===== src/rtl/led_blink_scheduler.sv =====
`default_nettype none
// ============================================================================
// Module   : led_blink_scheduler
// Purpose  : Round-robin time-sharing of one LED among NUM_REQ blink-burst
//            requesters, with ON/OFF/GAP phases timed in prescaler ticks.
// Revision : 1.0 - initial release
// ============================================================================
module led_blink_scheduler #(
    parameter int NUM_REQ    = 4,
    parameter int COUNT_W    = 4,
    parameter int PRESCALE_W = 22,
    parameter int ON_TICKS   = 2,
    parameter int OFF_TICKS  = 2,
    parameter int GAP_TICKS  = 8
) (
    input  logic                       clock,
    input  logic                       reset_n,
    input  logic [NUM_REQ-1:0]         req,
    input  logic [NUM_REQ*COUNT_W-1:0] req_count,
    output logic [NUM_REQ-1:0]         grant,
    output logic [NUM_REQ-1:0]         done,
    output logic                       busy,
    output logic                       tick,
    output logic                       led
);

    localparam int IDX_W = $clog2(NUM_REQ);
    localparam int MAX_T = (ON_TICKS > OFF_TICKS)
                         ? ((ON_TICKS > GAP_TICKS) ? ON_TICKS : GAP_TICKS)
                         : ((OFF_TICKS > GAP_TICKS) ? OFF_TICKS : GAP_TICKS);
    localparam int PH_W  = (MAX_T <= 1) ? 1 : $clog2(MAX_T);

    localparam logic [PH_W-1:0]  ON_LAST   = PH_W'(ON_TICKS - 1);
    localparam logic [PH_W-1:0]  OFF_LAST  = PH_W'(OFF_TICKS - 1);
    localparam logic [PH_W-1:0]  GAP_LAST  = PH_W'(GAP_TICKS - 1);
    localparam logic [IDX_W-1:0] LAST_IDX  = IDX_W'(NUM_REQ - 1);
    localparam logic [IDX_W:0]   NREQ_W    = (IDX_W+1)'(NUM_REQ);

    localparam logic [2:0] S_IDLE = 3'd0;
    localparam logic [2:0] S_ON   = 3'd1;
    localparam logic [2:0] S_OFF  = 3'd2;
    localparam logic [2:0] S_GAP  = 3'd3;
    localparam logic [2:0] S_SKIP = 3'd4;
    localparam logic [2:0] S_DONE = 3'd5;

    logic [2:0]            state_q, state_d;
    logic [PRESCALE_W-1:0] prescaler_q, prescaler_d;
    logic [PH_W-1:0]       phase_q, phase_d;
    logic [COUNT_W-1:0]    remaining_q, remaining_d;
    logic [NUM_REQ-1:0]    grant_q, grant_d;
    logic [IDX_W-1:0]      idx_q, idx_d;
    logic [IDX_W-1:0]      ptr_q, ptr_d;

    logic                  w_found;
    logic [IDX_W-1:0]      w_sel;
    logic [IDX_W:0]        w_cand;
    logic [COUNT_W-1:0]    w_sel_count;
    logic [NUM_REQ-1:0]    w_sel_onehot;

    assign tick        = &prescaler_q;
    assign grant       = grant_q;
    assign prescaler_d = prescaler_q + PRESCALE_W'(1);

    // First requesting index at or above the pointer, wrapping modulo NUM_REQ.
    always_comb begin
        w_found = 1'b0;
        w_sel   = '0;
        w_cand  = '0;
        for (int k = 0; k < NUM_REQ; k++) begin
            w_cand = {1'b0, ptr_q} + (IDX_W+1)'(k);
            if (w_cand >= NREQ_W) begin
                w_cand = w_cand - NREQ_W;
            end
            if (!w_found && req[w_cand[IDX_W-1:0]]) begin
                w_found = 1'b1;
                w_sel   = w_cand[IDX_W-1:0];
            end
        end
    end

    assign w_sel_count  = req_count[w_sel*COUNT_W +: COUNT_W];
    assign w_sel_onehot = {{(NUM_REQ-1){1'b0}}, 1'b1} << w_sel;

    always_ff @(posedge clock or negedge reset_n) begin
        if (!reset_n) begin
            state_q <= S_IDLE;
        end else begin
            state_q <= state_d;
        end
    end

    always_ff @(posedge clock or negedge reset_n) begin
        if (!reset_n) begin
            prescaler_q <= '0;
            phase_q     <= '0;
            remaining_q <= '0;
            grant_q     <= '0;
            idx_q       <= '0;
            ptr_q       <= '0;
        end else begin
            prescaler_q <= prescaler_d;
            phase_q     <= phase_d;
            remaining_q <= remaining_d;
            grant_q     <= grant_d;
            idx_q       <= idx_d;
            ptr_q       <= ptr_d;
        end
    end

    always_comb begin
        state_d     = state_q;
        phase_d     = phase_q;
        remaining_d = remaining_q;
        grant_d     = grant_q;
        idx_d       = idx_q;
        ptr_d       = ptr_q;
        case (state_q)
            S_IDLE: begin
                // A tick coincident with the grant edge is deliberately ignored.
                grant_d = '0;
                phase_d = '0;
                if (w_found) begin
                    grant_d     = w_sel_onehot;
                    idx_d       = w_sel;
                    remaining_d = w_sel_count;
                    state_d     = (w_sel_count == '0) ? S_SKIP : S_ON;
                end
            end
            S_ON: begin
                if (tick) begin
                    if (phase_q == ON_LAST) begin
                        phase_d = '0;
                        state_d = S_OFF;
                    end else begin
                        phase_d = phase_q + PH_W'(1);
                    end
                end
            end
            S_OFF: begin
                if (tick) begin
                    if (phase_q == OFF_LAST) begin
                        phase_d = '0;
                        if (remaining_q != '0) begin
                            remaining_d = remaining_q - COUNT_W'(1);
                        end
                        state_d = (remaining_q <= COUNT_W'(1)) ? S_GAP : S_ON;
                    end else begin
                        phase_d = phase_q + PH_W'(1);
                    end
                end
            end
            S_GAP: begin
                if (tick) begin
                    if (phase_q == GAP_LAST) begin
                        phase_d = '0;
                        state_d = S_DONE;
                    end else begin
                        phase_d = phase_q + PH_W'(1);
                    end
                end
            end
            S_SKIP: begin
                state_d = S_DONE;
            end
            S_DONE: begin
                state_d = S_IDLE;
                grant_d = '0;
                ptr_d   = (idx_q == LAST_IDX) ? '0 : idx_q + IDX_W'(1);
            end
            default: begin
                state_d = S_IDLE;
                grant_d = '0;
                phase_d = '0;
            end
        endcase
    end

    always_comb begin
        led  = (state_q == S_ON);
        busy = (state_q != S_IDLE);
        done = (state_q == S_DONE) ? grant_q : '0;
    end

endmodule
`default_nettype wire


===== config.mk =====
export PLATFORM = sky130hd
export DESIGN_NAME = led_blink_scheduler
export DESIGN_NICKNAME = d
export VERILOG_FILES = /design/src/rtl/led_blink_scheduler.sv
export SDC_FILE = /design/constraint.sdc
export NUM_CORES = 1
export LEC_CHECK = 0
export BUFFER_PORTS_ARGS = -buffer_cell sky130_fd_sc_hd__buf_4
export CAP_MARGIN = 20
export CORE_MARGIN = 2
export CORE_UTILIZATION = 61
export DETAILED_ROUTE_END_ITERATION = 8
export GPL_TIMING_DRIVEN = 0
export HOLD_SLACK_MARGIN = 0.12
export PLACE_DENSITY = 0.84
export SETUP_SLACK_MARGIN = 0.15
export SLEW_MARGIN = 20
export SYNTH_ARGS = -nofsm -noshare
export SYNTH_HDL_FRONTEND = slang
export SYNTH_SLANG_ARGS = --single-unit

===== constraint.sdc =====
create_clock -name clock -period 3.4 [get_ports clock]
set_input_delay 0.68 -clock clock [delete_from_list [all_inputs] [get_ports clock]]
set_output_delay 0.68 -clock clock [all_outputs]
set_load 0.01 [all_outputs]

==> impl_summary.md, run 1 <==
Status
The run finished with clean final reports.

Cells and area
The area used by multi-input combinational logic is 1220 um^2. The combined flip-flop and latch cell area is 1000 um^2. The layout overhead on the synthesized area is 17.1%. The finished layout holds 324 standard cells, fillers aside. After filler insertion, the fill cell instance count of the layout stands at 287.

The fraction of layout cells with a size suffix above 1 is 0.207. After the last flow step, the layout net total stands at around 300. The library cell used most frequently in the layout, excluding fill and tap cells, is sky130_fd_sc_hd__dfrtp_1.

The library cells used most frequently in the layout, excluding fill and tap cells, are sky130_fd_sc_hd__dfrtp_1, sky130_fd_sc_hd__buf_4, sky130_fd_sc_hd__nor2_1. The utilization after layout is 0.737. The number of antenna diodes is 0.

Floorplan
The initialized floorplan defines 22 standard-cell rows. The floorplan step set the die height to roughly 65 um. In this run the count of I/O pins placed on the die edge is 33. Measured along the x axis, the die boundary spans 65.2 um. The core area is 3630 um^2.

For this configuration, the core starts out at a cell density of 0.629. The die covers 4260 um^2.

Setup path
The type of the worst setup path is reg2out. The maximum fanout along the worst path is 5. Data arrives at the worst endpoint at 1.96 ns. The launching element type of the critical path is a flip-flop.

Setup slack on the worst reg-to-reg path comes out at between 1 and 1.5 ns. For the worst flop-to-flop path, the logic depth is 8. The launch instance of the worst register-to-register path is prescaler_q[0]. STA classifies the critical path endpoint as a primary output. For the worst setup path, the data required time is 2.72 ns. The capture instance of the worst register-to-register path is remaining_q[0].

Placed design
The HPWL after detailed placement is 3.32 mm. The number of port buffers is 32. Counting tap cells, the placed design contains a total of 316 instances. Routability-driven placement finished with a final weighted congestion of 0.777.

The setup slack at placement is approximately 0.72 ns.

Drt
The final route contains 1,838 vias. After detailed routing, the average wire length per cell comes to between 10 and 15 um. The routed design has 4.55 mm of wire. The total DRC errors in the routed layout is 0. The count of nets left with antenna violations once routing finished came out at 0. The number of search-and-repair iterations in the first detailed-routing pass is 4.

After detailed routing, the number of vias per cell comes to 5.67. The starting DRC count in detailed routing is about 130.

Job
Max-cap violations in this run came to 0.

Logic synthesis
Counting every net in the synthesized netlist gives ~270. The post-synthesis sequential element count is 40. The number of flops mapped to enable cells by yosys is 0.

In the synthesized netlist the dominant register cell turns out to be sky130_fd_sc_hd__dfrtp_1. Of the synthesized area, sequential elements account for 0.438. The synthesized netlist occupies a cell area of 2290 um^2. The distinct cell type count of the synthesized netlist is 43. The post-synthesis average cell area is 9.69 um^2. After synthesis, the share of flip-flops with an asynchronous set or reset is 1.00. The number of instances in the synthesized netlist is 236. The Yosys step of the flow raised 0 warnings.

STA
Clock skew on the completed layout was measured at 0.0100 ns. In the final timing run, aggregate negative setup slack is 0 ns. Setup violations remaining at the end of the flow were counted as 0. The share of the cycle needed by the critical path after routing is 0.775. For the pin with the worst max-slew slack, the measured transition is 0.838 ns.

The final critical-path required period is 2.64 ns. The least setup slack across all paths after layout is 0.764 ns. The count of final max-slew check failures came to 0. Based on the critical path, the design can be clocked at up to 379 MHz.

The final hold violation count is 0. Setup repair after global routing left no endpoint under its margin. The worst pin sits at a relative slew slack of 0.434.

GRT
The most crowded layer after global routing is met2. In the global route stage, met1 resource usage came out at 0.296. Entering global routing, the biggest net connects just over 40 pins. The first global-routing pass estimated 8.00 mm of wire. For this run, global-route usage on met3 was measured as 0.0360. The number of global-route vias before repair was 1,837. The fraction of met2 tracks used by global routing is 0.430.

After global routing the overflow that remains totals 0. In the global route stage, overall resource usage came out at 0.243. The number of antenna violations at the first check in global routing is 0.

Clock tree
The total clock buffers created by CTS is 5. After clock tree synthesis, the flow added hold-fix buffers numbering 0. TritonCTS built the clock tree. Once the clock tree was built, the setup fixing pass inserted 0 buffers. Gates resized during post-CTS repair numbered 0.

The clock transition at the registers of the reported paths is 0.08 ns. The clock reaches the later pin of the worst-skew pair after ~0.30 ns. The maximum number of buffers from clock root to sink is 2. The H-tree generated during clock tree synthesis spans 2 levels. The tree built by TritonCTS fans out to 40 sinks.

The clock root buffer master is sky130_fd_sc_hd__clkbuf_8.

Power
In this run the static leakage power is 1.24 nW. The combinational share of power is 0.465. Of the total power, the share spent switching nets is 0.391. Summed over all nets, the switching power comes to approximately 0.73 mW. The total power per unit cell area is 694 nW/um^2.

The share of total power dissipated in the clock network is 0.174. The share of total power dissipated in sequential elements is 0.361. The internal power is 1.13 mW. VDD sags by at most between 0.0004 and 0.0005 V.

Worst hold path
The class of the tightest hold or removal check is in2async.
[area by class of cell]
cell class | instances | area share
repair buffers | 32 | 0.0897
well taps | 48 | 0.0224
clock buffers | 8 | 0.0336
multi-input cells | 180 | 0.457
plain buffers | 7 | 0.0103
flip-flops and latches | 40 | 0.374
inverters | 9 | 0.0131
[routing by layer]
layer | vias up | routed length, um
li1 | 910 | -
met1 | 883 | 1950
met2 | 35 | 2340
met3 | 10 | 140
met4 | 0 | 112
met5 | - | 0
[stage by stage]
stage | power [mW] | hold slack, ns | cell area (um^2)
2_1_floorplan | 1.30 | 0.384 | 2290
3_3_place_gp | 1.51 | 0.452 | 2590
3_5_place_dp | 1.54 | 0.459 | 2590
4_1_cts | 1.87 | 0.363 | 2680
5_1_grt | 2.00 | 0.396 | 2680
6_report | 1.86 | 0.341 | 2680
[sequential cells by signal, indices dropped and copies added, names as in the netlist]
name,count
remaining_q,4
prescaler_q,22
idx_q,2
ptr_q,2
phase_q,3
grant,4
state_q,3
[worst max-delay path, stage by stage (launching register included)]
cell,delay [ns]
sky130_fd_sc_hd__dfrtp_1,0.41
sky130_fd_sc_hd__ha_1,0.30
sky130_fd_sc_hd__nand4_2,0.16
sky130_fd_sc_hd__or4_4,0.58
sky130_fd_sc_hd__clkinv_2,0.09
sky130_fd_sc_hd__buf_4,0.12
[worst max-delay path by stage]
stage	startpoint	end	slack [ns]	depth (start not counted)
2_1_floorplan	req[1]	remaining_q[0]	1.17	6
3_3_place_gp	req[1]	remaining_q[0]	0.70	7
3_5_place_dp	req[1]	remaining_q[0]	0.72	7
4_1_cts	prescaler_q[0]	tick	0.76	5
5_1_grt	prescaler_q[0]	tick	0.68	5
6_report	prescaler_q[0]	tick	0.76	5
[power groups by stage]
stage                     Sequential [mW]  Combinational [mW]  Clock, mW
after floorplan                     0.668               0.631          0
after global placement              0.673               0.835          0
after detailed placement            0.679               0.861          0
after CTS                           0.670               0.867      0.331
after global routing                0.685               0.968      0.350
final                               0.671               0.863      0.324
[cell families (layout without fill, tap and decap cells)]
group,after synthesis,count (layout),share of synthesized area
AOI/OAI and AO/OA,44,44,0.134
DFF,40,40,0.438
xor gates and xnor gates,20,20,0.0766
muxes,18,18,0.0837
and+or+nand+nor,91,91,0.202
buffers and inverters,16,56,0.0273
adders and majority gates,7,7,0.0383
[Yosys cell counts (2+ instances only)]
library cell / count / area, um^2
sky130_fd_sc_hd__a21boi_1: 2 / 15.0
sky130_fd_sc_hd__a21oi_1: 12 / 60.1
sky130_fd_sc_hd__a221oi_1: 2 / 17.5
sky130_fd_sc_hd__a22o_1: 2 / 17.5
sky130_fd_sc_hd__and3_1: 7 / 43.8
sky130_fd_sc_hd__clkbuf_1: 6 / 22.5
sky130_fd_sc_hd__dfrtp_1: 40 / 1000
sky130_fd_sc_hd__ha_1: 7 / 87.6
sky130_fd_sc_hd__inv_1: 8 / 30.0
sky130_fd_sc_hd__mux2_2: 9 / 101
sky130_fd_sc_hd__mux2i_1: 9 / 90.1
sky130_fd_sc_hd__nand2_1: 22 / 82.6
sky130_fd_sc_hd__nand2b_1: 2 / 12.5
sky130_fd_sc_hd__nand3_1: 11 / 55.1
sky130_fd_sc_hd__nand4_1: 6 / 37.5
sky130_fd_sc_hd__nor2_1: 25 / 93.8
sky130_fd_sc_hd__nor2b_1: 5 / 31.3
sky130_fd_sc_hd__nor3_1: 4 / 20.0
sky130_fd_sc_hd__o21ai_0: 5 / 25.0
sky130_fd_sc_hd__o21ai_1: 9 / 45.0
sky130_fd_sc_hd__o31ai_1: 2 / 15.0
sky130_fd_sc_hd__or3_1: 2 / 12.5
sky130_fd_sc_hd__xnor2_1: 13 / 114
sky130_fd_sc_hd__xor2_1: 7 / 61.3
No activity file was read; power rests on OpenSTA's default activity.
==> run 2, diff against run 1 <==
--- a/config.mk
+++ b/config.mk
@@ -8,11 +8,11 @@
 export BUFFER_PORTS_ARGS = -buffer_cell sky130_fd_sc_hd__buf_4
 export CAP_MARGIN = 20
 export CORE_MARGIN = 2
-export CORE_UTILIZATION = 61
+export CORE_UTILIZATION = 51
 export DETAILED_ROUTE_END_ITERATION = 8
 export GPL_TIMING_DRIVEN = 0
 export HOLD_SLACK_MARGIN = 0.12
-export PLACE_DENSITY = 0.84
+export PLACE_DENSITY = 0.75
 export SETUP_SLACK_MARGIN = 0.15
 export SLEW_MARGIN = 20
 export SYNTH_ARGS = -nofsm -noshare
==> constraint.sdc (replaced) <==
create_clock -name clock -period 2.2 [get_ports clock]
set_input_delay 0.44 -clock clock [delete_from_list [all_inputs] [get_ports clock]]
set_output_delay 0.44 -clock clock [all_outputs]
set_load 0.01 [all_outputs]
==> run 2 against run 1 <==
Effect of this change: die area rose by 18%; final area rose by 11%; largest cell class unchanged; power rose by 70%; sequential power rose by 56%; worst setup slack got worse by 0.68 ns; critical path depth did not move; final cell count rose by 7.4%; first-iteration DRC count fell by 42%; global-route usage fell by 3.6 points; register-to-register slack got worse by 0.93 ns; critical endpoint unchanged.
==> impl_summary.md, run 2 (synthesized netlist as in run 1, its figures left out) <==
Status
The run finished with clean final reports.

STA
The headroom to the max-slew limit is 0.564. Setup repair after global routing could not meet its margin everywhere. At the pin with the least slew margin, the transition time is 0.647 ns. The share of the cycle needed by the critical path after routing is 0.964. Setup violations remaining at the end of the flow were counted as 0. The worst clock skew is 0.0175 ns.

The final hold violation count was 0. The final critical-path required period is 2.12 ns. The count of final max-slew check failures came to 0. Hold is met by 0.110 ns. The highest clock rate is 472 MHz.

Floorplan
The number of core rows is 24. After floorplanning, the core was sized to cover 4320 um^2. The die covers 5040 um^2. For this configuration, the core starts out at a cell density of 0.529. The die height is 71.0 um. The horizontal die dimension is 71.0 um.

33 I/O pins were placed.

Setup path
The depth of the most critical reg-to-reg path is 8. The capture instance of the worst register-to-register path is state_q[0]. The maximum fanout along the worst path is 4. The worst register-to-register path begins at prescaler_q[15]. The worst endpoint required time is 1.76 ns.

For flop-to-flop paths, the worst setup slack is ~0.15 ns. The data arrival time at the worst-slack endpoint is 1.68 ns. The critical path goes through and4_4, nand3_1, or4_4, clkinv_4, buf_6.

The worst setup path is captured at a primary output. The kind of cell adding the most delay to the critical path is simple AND/OR/NAND/NOR gates. The cell with the largest stage delay on the worst path is sky130_fd_sc_hd__or4_4. The type of the worst setup path is reg2out. The worst path buffer plus inverter count is 2. STA classifies the critical path startpoint as a flip-flop. In this design, the stage delay of the slowest critical-path cell is 0.53 ns.

Power
The internal power is 1.95 mW. The total leakage power is 1.40 nW. Summed over all nets, the switching power comes to ~1.2 mW. The relative contribution of the clock network to total power is 0.188. The overall power after layout is 3.16 mW. Across the VDD grid, the largest voltage drop is roughly 0.00059 V. Of the total power, the share spent switching nets is 0.381. For this design the ratio of total power to cell area is ~1100 nW/um^2.

The share of total power dissipated in sequential elements is 0.333. The combinational share of power is 0.479.

Clock tree
The clock transition at the registers of the reported paths is 0.09 ns. The clock reaches the later pin of the worst-skew pair after 0.30 ns. The cell sitting at the root of the clock tree is a sky130_fd_sc_hd__clkbuf_8. CTS saw 40 sinks. The total clock buffers created by CTS is 5. The H-tree generated during clock tree synthesis spans 2 levels.

The CTS tree is yes. The maximum number of buffers from clock root to sink is 2.

Cells and area
The final-stage net count is 324. The number of antenna diodes in the final layout is 0. The area of all placed cells without fillers is 2960 um^2. Compared with the post-synthesis result, the final layout area differs by 29.4%. Fill cells in the final layout number 344. The area used by multi-input combinational logic is between 1000 and 1500 um^2.

The combined flip-flop and latch cell area is between 1000 and 1500 um^2. Of the cells placed in the final design, the portion with a size suffix greater than 1 is 0.328. The largest register by flop count is prescaler_q. The utilization after layout is 0.685. The number of flip-flops in the largest register is 22. Leaving out fill and tap cells, the most frequent cell in the layout is sky130_fd_sc_hd__buf_4. In the layout the commonest cells are sky130_fd_sc_hd__buf_4, sky130_fd_sc_hd__dfrtp_1, sky130_fd_sc_hd__nand2_1, sky130_fd_sc_hd__nor2_1, sky130_fd_sc_hd__xnor2_1.

Drt
In this run the remaining antenna-violating nets after routing total 0. The total wirelength of the detailed-routed design is ~5 mm. In the final routed layout, each cell accounts on average for 14.3 um. The total number of vias is between 1,500 and 2,000. The detailed-route vias per instance is 5.47. In this run, the number of DRC markers left after iteration 0 of detailed routing was 74.

The first detailed-routing pass ran for 8 iterations. The total DRC errors in the routed layout is 0.

Worst hold path
The class of the tightest hold or removal check is in2async.

GRT
Global routing finished with a remaining overflow of 0. Entering global routing, the biggest net connects 41 pins. For this run, the total global-route usage over all layers was measured as 0.207. The first global-routing pass estimated approximately 8.4 mm of wire. The number of global-route vias before repair is 1,900. The number of antenna violations at the first check in global routing came to 0.

Job
The tool flagged a number of max-cap violations equal to 0.

Placed design
The number of port buffers is 32. The HPWL after detailed placement is 3.26 mm. After detailed placement, the total cell area comes to around 2600 um^2. The weighted congestion reported at the end of routability-driven placement is 0.875.
[run 2: changes by cell type in the layout (fill, tap and decap cells not counted), moves of 3 or more]
cell	change
sky130_fd_sc_hd__a21oi_1	-3
sky130_fd_sc_hd__clkbuf_2	+4
sky130_fd_sc_hd__buf_4	+19
sky130_fd_sc_hd__a21oi_2	+3
sky130_fd_sc_hd__clkbuf_1	-6
sky130_fd_sc_hd__nor2_1	-3
[run 2: timing repair]
action / in CTS / in global routing
hold buffers: 0 / 0
pin swaps: 5 / 7
setup endpoints to repair: 13 / 16
buffers inserted: 11 / 9
endpoints found under the hold margin: 0 / 0
gates resized for setup: 22 / 10
[run 2: final cells by class]
class                   count  share of cell area
clock buffers               6              0.0245
clock inverters             2              0.0118
inverters                   9              0.0131
well taps                  52              0.0220
multi-input cells         180               0.442
flip-flops and latches     40               0.339
repair buffers             52               0.133
plain buffers               7              0.0144
[run 2: worst reg2reg max path, stage by stage, from the launching register on]
cell and delay, ns:
sky130_fd_sc_hd__dfrtp_1 0.38, sky130_fd_sc_hd__and4_4 0.24, sky130_fd_sc_hd__nand3_1 0.08, sky130_fd_sc_hd__or4_4 0.53, sky130_fd_sc_hd__buf_4 0.19, sky130_fd_sc_hd__nor2_2 0.11, sky130_fd_sc_hd__mux2i_1 0.19, sky130_fd_sc_hd__o21ai_1 0.07
sky130_fd_sc_hd__a31o_1 0.18
[run 2: worst max path at each step]
| stage | startpoint | end | slack [ns] | depth (start not counted) |
|---|---|---|---|---|
| floorplan | prescaler_q[2] | remaining_q[0] | 0.16 | 8 |
| global placement | req[1] | remaining_q[0] | -0.15 | 7 |
| detailed placement | req[1] | remaining_q[0] | -0.20 | 7 |
| CTS | prescaler_q[2] | tick | -0.004 | 5 |
| global route | prescaler_q[8] | tick | 0.009 | 4 |
| finish | prescaler_q[15] | tick | 0.08 | 5 |
[run 2: through the flow]
stage	worst slack, ns	instances	TNS, ns
2_1_floorplan	0.161	236	0
6_report	0.0801	348	0
4_1_cts	-0.00414	339	-0.00414
3_5_place_dp	-0.197	320	-0.736
5_1_grt	0.00854	348	0
3_3_place_gp	-0.153	320	-0.487
[run 2: per-layer routing]
layer,global-route usage,wire (um),vias up
met5,0,0,-
met4,0.0587,19,0
met3,0.0513,237,2
met2,0.354,2480,50
met1,0.261,2250,898
li1,-,-,952
[run 2: power by group through the flow]
stage	Sequential (mW)	Combinational [mW]	Clock [mW]
2_1_floorplan	1.03	0.975	0
3_3_place_gp	1.04	1.31	0
3_5_place_dp	1.05	1.34	0
4_1_cts	1.04	1.44	0.608
5_1_grt	1.07	1.70	0.644
6_report	1.05	1.51	0.592
==> run 3, diff against run 2 <==
--- a/config.mk
+++ b/config.mk
@@ -14,6 +14,7 @@
 export HOLD_SLACK_MARGIN = 0.12
 export PLACE_DENSITY = 0.75
 export SETUP_SLACK_MARGIN = 0.15
+export SKIP_CTS_REPAIR_TIMING = 1
 export SLEW_MARGIN = 20
 export SYNTH_ARGS = -nofsm -noshare
 export SYNTH_HDL_FRONTEND = slang
==> constraint.sdc (replaced) <==
create_clock -name clock -period 1.9 [get_ports clock]
set_input_delay 0.38 -clock clock [delete_from_list [all_inputs] [get_ports clock]]
set_output_delay 0.38 -clock clock [all_outputs]
set_load 0.01 [all_outputs]
==> run 3 against run 2 <==
Effect of this change: the flow now finishes with violations (setup timing); clock skew down 0.011 ns; die area unchanged; register-to-register slack worse by 0.37 ns.
==> impl_summary.md, run 3 (synthesized netlist as in run 1, its figures left out) <==
Status
The run finished, with violations left. The checks that failed: setup timing.

STA
The share of the cycle needed by the critical path after routing is 1.12. The smallest clock period supported by the final layout is computed as 2.13 ns. Static timing analysis puts the maximum clock frequency at 470 MHz. The actual transition at the worst max-transition pin is 0.870 ns. The count of final max-slew check failures is 0.

Setup repair after global routing could not meet its margin everywhere. After layout, the worst setup slack is -0.229 ns. The final hold violation count came to 0. The worst clock skew is 0.00642 ns. The headroom to the max-slew limit is 0.412. The post-route worst hold slack is 0.471 ns. Setup violations remaining at the end of the flow were counted as 15. For the final routed database, the setup TNS stands at -2.32 ns.

Setup path
STA classifies the critical path endpoint as a primary output. The worst register-to-register path ends at phase_q[2]. The worst register-to-register path begins at prescaler_q[13].

Data on the critical path arrives at its endpoint at 1.75 ns. The maximum fanout along the worst path is 4. The depth of the most critical reg-to-reg path is 8. The worst register-to-register path has a setup slack of -0.22 ns. The launching element type of the critical path is a flip-flop.

The worst setup path is of the reg2out kind. In this run the worst setup path begins at prescaler_q[13]. The critical path ends at tick. STA puts the critical path data required time at 1.52 ns.

Floorplan
The number of core rows is 24. The area of the die is 5040 um^2. The region available for standard cell placement spans between 4000 and 5000 um^2. The I/O pin count is 33. The initial cell density of the core is 0.529. The die height is roughly 71 um. Measured along the x axis, the die boundary spans 71.0 um.

Drt
After detailed routing, the number of remaining DRC violations is 0. The detail route stage leaves a number of antenna-violating nets equal to 0. Across all layers, the routed design uses 1,905 vias. The number of search-and-repair iterations in the first detailed-routing pass is 4. For this block, the initial DRC count from the detailed router was between 90 and 100. Using the TritonRoute via totals, the vias-per-cell ratio works out to 5.59. The total wirelength of the detailed-routed design is 4.83 mm. In the final routed layout, each cell accounts on average for 14.2 um.

Cells and area
The largest register by flop count is prescaler_q. Summing all non-filler instances in the final layout gives an area of 2920 um^2. 0 antenna diodes ended up in the layout. Fill cells in the final layout number roughly 330. The final-stage net count is 317. The fraction of layout cells with a size suffix above 1 is 0.318.

The area used by multi-input combinational logic is 1340 um^2. The number of flip-flops in the largest register is 22. The combined flip-flop and latch cell area is around 1000 um^2.

Once layout is complete, the cells apart from fillers number 341. The top cell types in the final layout, fill and taps aside, are sky130_fd_sc_hd__buf_4, sky130_fd_sc_hd__dfrtp_1, sky130_fd_sc_hd__nand2_1. For this run, the share of the core covered by cells in the final layout is 0.676. The layout overhead on the synthesized area is 27.7%.

The most common cell after layout, fill and taps aside is sky130_fd_sc_hd__buf_4.

Placed design
The setup slack at placement is -0.474 ns. The instance area after placement is 2620 um^2. The number of port buffers is 32. Routability-driven placement finished with a final weighted congestion of 0.930. The cell count after placement is 320. The HPWL after detailed placement is 3.14 mm.

GRT
The number of antenna violations at the first check in global routing was 0. The number of global-route vias before repair was between 1,500 and 2,000. The first global-routing pass estimated 7.71 mm of wire.

The total routing resource utilization after global routing is 0.192. The maximum number of pins on one net before global-route repair is 41. The total overflow reported by the global router is 0.

Clock tree
After clock tree synthesis, the clock-pin slew on the worst setup and hold paths is ~0.080 ns. The maximum number of buffers from clock root to sink is 2. The insertion delay to the later sink of the worst-skew pair is 0.29 ns. CTS placed an instance of sky130_fd_sc_hd__clkbuf_8 at the clock tree root. The CTS tree is yes.

For this design, the sink count on the clock tree is 40. In this run the number of H-tree levels came out at 2. The number of clock buffers added by TritonCTS is 5.

Power
The largest voltage drop on the vdd net is about 0.00057 V. Summed over all cells, the static leakage comes to 1.35 nW. Power comes to 3.62 mW.

The total power per unit cell area is 1240 nW/um^2.

Worst hold path
The cell count of the worst hold path is 1. The tightest min-delay check is of the reg2reg type.

Job
The max-capacitance violation count is 0.
run 3: area by class of cell:
cell class,count,area share
Multi-Input combinational cell,180,0.458
Sequential cell,40,0.343
Timing Repair Buffer,45,0.118
Clock buffer,8,0.0308
Tap cell,52,0.0223
Buffer,7,0.0141
Inverter,9,0.0133
run 3: routing by layer:
layer | share of wire | GRT usage
met1 | 0.44 | 0.240
met2 | 0.51 | 0.327
met3 | 0.044 | 0.0442
met4 | 0.011 | 0.0650
met5 | 0 | 0
run 3: how the worst min path moves through the flow:
stage | from | endpoint | slack [ns]
2_1_floorplan | reset_n | grant[0] | 0.08
5_1_grt | prescaler_q[20] | prescaler_q[20] | 0.51
3_3_place_gp | reset_n | ptr_q[1] | 0.38
4_1_cts | reset_n | grant[0] | 0.07
3_5_place_dp | reset_n | ptr_q[0] | 0.39
6_report | prescaler_q[20] | prescaler_q[20] | 0.47
run 3: critical path, stage by stage, from the launching register on:
cell,delay (ns)
sky130_fd_sc_hd__dfrtp_1,0.40
sky130_fd_sc_hd__and4_4,0.25
sky130_fd_sc_hd__nand3_2,0.06
sky130_fd_sc_hd__or4_4,0.56
sky130_fd_sc_hd__clkinv_4,0.08
sky130_fd_sc_hd__buf_6,0.10
run 3: power by group:
group | leakage [nW] | internal (mW) | switching, mW
sequential | 0.514 | 1.04 | 0.174
clock | 0.0455 | 0.296 | 0.285
combinational | 0.791 | 0.858 | 0.970
